[src/rtl/mem_ctrl.sv]
// Byte-wide RAM bus controller: arbitrates ICache fetches and MEM loads/stores (MEM first),
// sequences one byte per cycle and returns little-endian assembled data with a done pulse.
module mem_ctrl (
  input  logic        clk_in,
  input  logic        rst_in,
  input  logic        rdy_in,
  input  logic        ic_req_in,
  input  logic [31:0] ic_addr_in,
  output logic        ic_inst_valid_out,
  output logic [31:0] ic_inst_out,
  output logic        ic_busy_out,
  input  logic        mem_req_in,
  input  logic        mem_wr_in,
  input  logic [1:0]  mem_size_in,
  input  logic [31:0] mem_addr_in,
  input  logic [31:0] mem_wdata_in,
  output logic        mem_done_out,
  output logic [31:0] mem_rdata_out,
  output logic        mem_busy_out,
  input  logic [7:0]  ram_din_in,
  output logic [7:0]  ram_dout_out,
  output logic [31:0] ram_addr_out,
  output logic        ram_wr_out
);

  localparam int unsigned AW = 32;
  localparam int unsigned DW = 32;
  localparam int unsigned BW = 8;
  localparam int unsigned CW = 3;

  typedef enum logic [1:0] {
    S_IDLE   = 2'd0,
    S_IC_RD  = 2'd1,
    S_MEM_RD = 2'd2,
    S_MEM_WR = 2'd3
  } state_e;

  typedef struct packed {
    logic          wr;
    logic [1:0]    size;
    logic [AW-1:0] addr;
    logic [DW-1:0] wdata;
  } req_t;

  function automatic logic [CW-1:0] len_of(input logic [1:0] size);
    case (size)
      2'b00:   len_of = CW'(1);
      2'b01:   len_of = CW'(2);
      default: len_of = CW'(4);
    endcase
  endfunction

  state_e        state_q, state_d;
  logic [CW-1:0] cnt_q, cnt_d;
  logic [CW-1:0] len_q, len_d;
  req_t          cur_q, cur_d;
  logic [DW-1:0] asm_q, asm_d;
  logic          ic_pv_q, ic_pv_d;
  req_t          ic_pr_q, ic_pr_d;
  logic          mem_pv_q, mem_pv_d;
  req_t          mem_pr_q, mem_pr_d;

  logic          ic_valid_q, ic_valid_d;
  logic [DW-1:0] ic_inst_q, ic_inst_d;
  logic          ic_busy_q, ic_busy_d;
  logic          mem_done_q, mem_done_d;
  logic [DW-1:0] mem_rdata_q, mem_rdata_d;
  logic          mem_busy_q, mem_busy_d;
  logic [BW-1:0] ram_dout_q, ram_dout_d;
  logic [AW-1:0] ram_addr_q, ram_addr_d;
  logic          ram_wr_q, ram_wr_d;

  req_t          live_mem_c, live_ic_c, start_req_c;
  logic          start_c, start_ic_c;
  logic          fin_ic_c, fin_mem_rd_c, fin_mem_wr_c;
  logic [1:0]    rd_bidx_c;
  logic          xfer_c;

  assign live_mem_c = {mem_wr_in, mem_size_in, mem_addr_in, mem_wdata_in};
  assign live_ic_c  = {1'b0, 2'b10, ic_addr_in, 32'd0};
  // Byte arriving this cycle belongs to the address issued one cycle earlier.
  assign rd_bidx_c  = 2'(cnt_q - CW'(1));

  // State and output registers; everything freezes while rdy_in is low.
  always_ff @(posedge clk_in) begin
    if (rst_in) begin
      state_q     <= S_IDLE;
      cnt_q       <= '0;
      len_q       <= '0;
      cur_q       <= '0;
      asm_q       <= '0;
      ic_pv_q     <= 1'b0;
      ic_pr_q     <= '0;
      mem_pv_q    <= 1'b0;
      mem_pr_q    <= '0;
      ic_valid_q  <= 1'b0;
      ic_inst_q   <= '0;
      ic_busy_q   <= 1'b0;
      mem_done_q  <= 1'b0;
      mem_rdata_q <= '0;
      mem_busy_q  <= 1'b0;
      ram_dout_q  <= '0;
      ram_addr_q  <= '0;
      ram_wr_q    <= 1'b0;
    end else if (rdy_in) begin
      state_q     <= state_d;
      cnt_q       <= cnt_d;
      len_q       <= len_d;
      cur_q       <= cur_d;
      asm_q       <= asm_d;
      ic_pv_q     <= ic_pv_d;
      ic_pr_q     <= ic_pr_d;
      mem_pv_q    <= mem_pv_d;
      mem_pr_q    <= mem_pr_d;
      ic_valid_q  <= ic_valid_d;
      ic_inst_q   <= ic_inst_d;
      ic_busy_q   <= ic_busy_d;
      mem_done_q  <= mem_done_d;
      mem_rdata_q <= mem_rdata_d;
      mem_busy_q  <= mem_busy_d;
      ram_dout_q  <= ram_dout_d;
      ram_addr_q  <= ram_addr_d;
      ram_wr_q    <= ram_wr_d;
    end
  end

  // Next state: arbitration, pending slots and byte sequencing.
  always_comb begin
    state_d      = state_q;
    cnt_d        = cnt_q;
    len_d        = len_q;
    cur_d        = cur_q;
    asm_d        = asm_q;
    ic_pv_d      = ic_pv_q;
    ic_pr_d      = ic_pr_q;
    mem_pv_d     = mem_pv_q;
    mem_pr_d     = mem_pr_q;
    start_c      = 1'b0;
    start_ic_c   = 1'b0;
    start_req_c  = '0;
    fin_ic_c     = 1'b0;
    fin_mem_rd_c = 1'b0;
    fin_mem_wr_c = 1'b0;

    case (state_q)
      S_IDLE: begin
        if (mem_pv_q) begin
          start_c     = 1'b1;
          start_req_c = mem_pr_q;
          mem_pv_d    = mem_req_in;
          if (mem_req_in) mem_pr_d = live_mem_c;
        end else if (mem_req_in) begin
          start_c     = 1'b1;
          start_req_c = live_mem_c;
        end else if (ic_pv_q) begin
          start_c     = 1'b1;
          start_ic_c  = 1'b1;
          start_req_c = ic_pr_q;
          ic_pv_d     = 1'b0;
        end else if (ic_req_in && !ic_valid_q) begin
          start_c     = 1'b1;
          start_ic_c  = 1'b1;
          start_req_c = live_ic_c;
        end
        // A live fetch that loses to MEM waits; a repeat of an already pending fetch merges.
        if (!start_ic_c && ic_req_in && !ic_valid_q && !ic_pv_q) begin
          ic_pv_d = 1'b1;
          ic_pr_d = live_ic_c;
        end
      end
      S_IC_RD: begin
        if (mem_req_in) begin
          mem_pv_d = 1'b1;
          mem_pr_d = live_mem_c;
        end
      end
      S_MEM_RD, S_MEM_WR: begin
        if (ic_req_in) begin
          ic_pv_d = 1'b1;
          ic_pr_d = live_ic_c;
        end
      end
      default: ;
    endcase

    if (state_q == S_IC_RD || state_q == S_MEM_RD) begin
      if (cnt_q != '0) asm_d[{rd_bidx_c, 3'b000} +: BW] = ram_din_in;
      if (cnt_q == len_q) begin
        state_d      = S_IDLE;
        cnt_d        = '0;
        fin_ic_c     = (state_q == S_IC_RD);
        fin_mem_rd_c = (state_q == S_MEM_RD);
      end else begin
        cnt_d = cnt_q + CW'(1);
      end
    end

    if (state_q == S_MEM_WR) begin
      if (cnt_q + CW'(1) == len_q) begin
        state_d      = S_IDLE;
        cnt_d        = '0;
        fin_mem_wr_c = 1'b1;
      end else begin
        cnt_d = cnt_q + CW'(1);
      end
    end

    if (start_c) begin
      state_d = start_ic_c ? S_IC_RD : (start_req_c.wr ? S_MEM_WR : S_MEM_RD);
      cnt_d   = '0;
      len_d   = len_of(start_req_c.size);
      cur_d   = start_req_c;
      asm_d   = '0;
    end
  end

  // Outputs for next cycle, derived from the next state.
  always_comb begin
    xfer_c      = (state_d != S_IDLE) && (cnt_d < len_d);
    ram_wr_d    = xfer_c && (state_d == S_MEM_WR);
    ram_addr_d  = xfer_c ? cur_d.addr + AW'(cnt_d) : '0;
    ram_dout_d  = ram_wr_d ? cur_d.wdata[{cnt_d[1:0], 3'b000} +: BW] : '0;
    ic_valid_d  = fin_ic_c;
    ic_inst_d   = fin_ic_c ? asm_d : ic_inst_q;
    mem_done_d  = fin_mem_rd_c | fin_mem_wr_c;
    mem_rdata_d = fin_mem_rd_c ? asm_d : mem_rdata_q;
    ic_busy_d   = (state_d == S_IC_RD);
    mem_busy_d  = (state_d == S_MEM_RD) || (state_d == S_MEM_WR) || mem_pv_d;
  end

  assign ic_inst_valid_out = ic_valid_q;
  assign ic_inst_out       = ic_inst_q;
  assign ic_busy_out       = ic_busy_q;
  assign mem_done_out      = mem_done_q;
  assign mem_rdata_out     = mem_rdata_q;
  assign mem_busy_out      = mem_busy_q;
  assign ram_dout_out      = ram_dout_q;
  assign ram_addr_out      = ram_addr_q;
  assign ram_wr_out        = ram_wr_q;

endmodule

[config.mk]
export PLATFORM = sky130hd
export DESIGN_NAME = mem_ctrl
export DESIGN_NICKNAME = d
export VERILOG_FILES = /design/src/rtl/mem_ctrl.sv
export SDC_FILE = /design/constraint.sdc
export NUM_CORES = 1
export LEC_CHECK = 0
export ABC_AREA = 1
export CAP_MARGIN = 20
export CORE_ASPECT_RATIO = 1.25
export CORE_MARGIN = 5
export CORE_UTILIZATION = 55
export CTS_CLUSTER_DIAMETER = 40
export CTS_CLUSTER_SIZE = 10
export DETAILED_ROUTE_END_ITERATION = 8
export HOLD_SLACK_MARGIN = 0.06
export PLACE_DENSITY = 0.77
export SLEW_MARGIN = 20
export SYNTH_ARGS = -nofsm -noshare
export SYNTH_HDL_FRONTEND = slang
export SYNTH_SLANG_ARGS = --single-unit
[constraint.sdc]
create_clock -name clk_in -period 3.8 [get_ports clk_in]
set_input_delay 0.57 -clock clk_in [delete_from_list [all_inputs] [get_ports clk_in]]
set_output_delay 0.57 -clock clk_in [all_outputs]
set_load 0.01 [all_outputs]
==> results.cfg <==
[worst_setup_path]
endpoint_kind = flip-flop
startpoint = cnt_q[1]
critPathMaxStageDelay_ns = 0.39
slowest_stage = dfxtp_2
crit_family = simple AND/OR/NAND/NOR gates
arrival_ns = 3.85
reg2reg_depth = 25
reg2reg_slack_ns = 0.34
cp.buffers_inverters = 4
worstSetupPathType = reg -> reg
crit_fanout = 6
r2r-end = ram_addr_out[25]
cp.required_ns = 4.18
cp-start-kind = flip-flop
crit_end = ram_addr_out[25]
cpMostUsedCell = nand2_1
reg2reg_from = cnt_q[1]
crit_cells = 25

[cts]
cts_resized = 0
htreeDepth = 2
cts_hold_buf = 0
cts_buffers = 46
cts_tree = built
post_cts_buffers = 0
cts_sinks = 315
cts_root_buf = clkbuf_16
clk_pin_slew_worst_paths_ns = 0.05
cts_buffer_depth = 3
clk_latency_ns = 0.55

[die]
core_sq_um = 28300
dieHeight_microns = 199
dieArea_sq_um = 32100
die_x_microns = 161
start_util_pct = 55.5
row_count = 69
io_pins = 221

[placement]
routabilityCongestion = 0.983
dpl.cell_count = 2823
post-dp-hpwl_microns = 35900
pre_cts_ws_ns = 0.0241
dpl-instance-area_sq_um = 18200
io_buffers = 220

[global_route]
grt_use_total_pct = 31.5
grt_pass1_wl_microns = 82000
grt_pass1_vias = 16100
grt_max_degree = 106
grt-ovfl-total = 0
antenna_found_initial = 1

[power]
p_total_mw = 9.93
p_clk_share_pct = 44.0
intPower_mw = 7.02
power_density_nw_per_um2 = 503
switching_share_pct = 29.3
p_leak_nw = 8.38
vdd_drop_max_mv = 0.398
p_sw_mw = 2.91
seqPwrFrac_pct = 36.5
combinationalPowerShare_pct = 19.5

[sta]
maxSlewHeadroom_pct = 38.5
rsz0062_at_grt = false
fin_skew_ns = 0.0258
fmax_mhz = 289
slew_violations = 0
final_hold_viol_count = 0
setup_total_negative_slack_ns = 0
setup_viol = 0
period_needed_ns = 3.46
worstMarginPinSlew_ns = 0.923
hold_slack_ns = 0.443
fin_crit_sh_pct = 91.1
setup_ws_ns = 0.337

[drt]
ant_nets = 0
drt_iter0_markers = 1335
wirelength_microns = 51600
wl_per_cell_microns = 17.8
vias_per_cell = 5.64
drc = 0
vias = 16300
first_pass_iters = 5

[logic_synthesis]
netlist_instances = 2342
ys_ff_latch = 315
synthTopCellsByCount = 466 x nand2_1, 414 x nor2_1, 315 x dfxtp_1
yosys_warnings = 0
synth_nets = 2470
synthDistinctLibCells = 51
synth_edf_count = 0
synth_async_sr_flop_share_pct = 0
synthesis.area_sq_um = 15700
synthFlopType = dfxtp_1
synth_most_common_cell = nand2_1
synth.top_cell.area_share_pct = 40.1
ys_seq_area_share_pct = 40.1
synth_area_per_cell_sq_um = 6.72
synth_top_area_cell = dfxtp_1
yosys-top-cells-area = dfxtp_1 40%, nand2_1 11%, nor2_1 9.9%

[run_status]
outcome = complete, no violations

[finish]
finalCoreUtilization_pct = 69.8
area_delta_synth_final_pct = 25.6
regArea_sq_um = 6310
nets = 2644
multi_input_area_sq_um = 8090
finalNonFillerCells = 2897
n_fill_cell = 2438
drive_above_1_share_pct = 9.13
design_area_sq_um = 19800

[hold_path]
hold_class = in -> reg

[job]
maxCapViolCount = 0
[logic make-up after synthesis]
group / synth area share (%)
AOI/OAI and AO/OA: 22.6
buffers and inverters: 8.62
DFF: 40.1
adders and majority gates: 1.32
xor gates and xnor gates: 0.668
and+or+nand+nor: 26.7
[routing by layer]
metal  global-route usage (%)  vias up  part of all wire [%]  wire, microns
met5                        0        -                     0              0
met4                     20.6        0                   7.2           3730
met3                     5.51      174                   6.4           3310
met2                     56.2      625                    49          25300
met1                     34.4     7580                    37          19300
li1                         -     7966                     -              -
[flip-flops by register name, summed over array words and instances, names as in the netlist, 8 cells and up]
register / flops
cur_q: 64
ic_pr_q: 33
ram_dout_out: 8
mem_rdata_out: 32
ic_inst_out: 32
ram_addr_out: 32
mem_pr_q: 67
asm_q: 32
[worst min path at each step]
stage | start | end | depth (start not counted) | slack [ns]
4_1_cts | rst_in | mem_rdata_out[8] | 2 | 0.42
2_1_floorplan | mem_pr_q[7] | mem_pr_q[7] | 2 | 0.42
3_5_place_dp | mem_pr_q[7] | mem_pr_q[7] | 2 | 0.45
6_report | rst_in | mem_rdata_out[8] | 2 | 0.44
3_3_place_gp | mem_pr_q[7] | mem_pr_q[7] | 2 | 0.44
5_1_grt | rst_in | mem_rdata_out[5] | 2 | 0.45
[cell type report]
type,instances,share of cell area (%)
clock inverters,19,1.51
flip-flops and latches,315,31.9
multi-input cells,1697,40.9
clock buffers,54,6.39
inverters,179,3.43
repair buffers,277,13.5
well taps,355,2.25
diodes,1,0.0127
[placed cells by master, fill, tap and decap left out, types with 14 or more instances in the layout]
cell type and n:
nand2_1 466, nor2_1 413, dfxtp_1 313, o21ai_0 298
a21oi_1 253, clkdlybuf4s50_1 218, inv_1 165, nand3_1 65
buf_4 55, clkbuf_16 47, or2_2 20, o211ai_1 16
a22oi_1 16, o21a_1 15, ha_1 14
[power groups by stage]
stage	registers [mW]	logic, mW	clock network (mW)
2_1_floorplan	3.68	1.20	0
3_3_place_gp	3.68	1.88	0
3_5_place_dp	3.69	1.91	0
4_1_cts	3.62	1.92	4.41
5_1_grt	3.64	2.13	4.55
6_report	3.62	1.93	4.37
(Power assumes the default switching activity.)
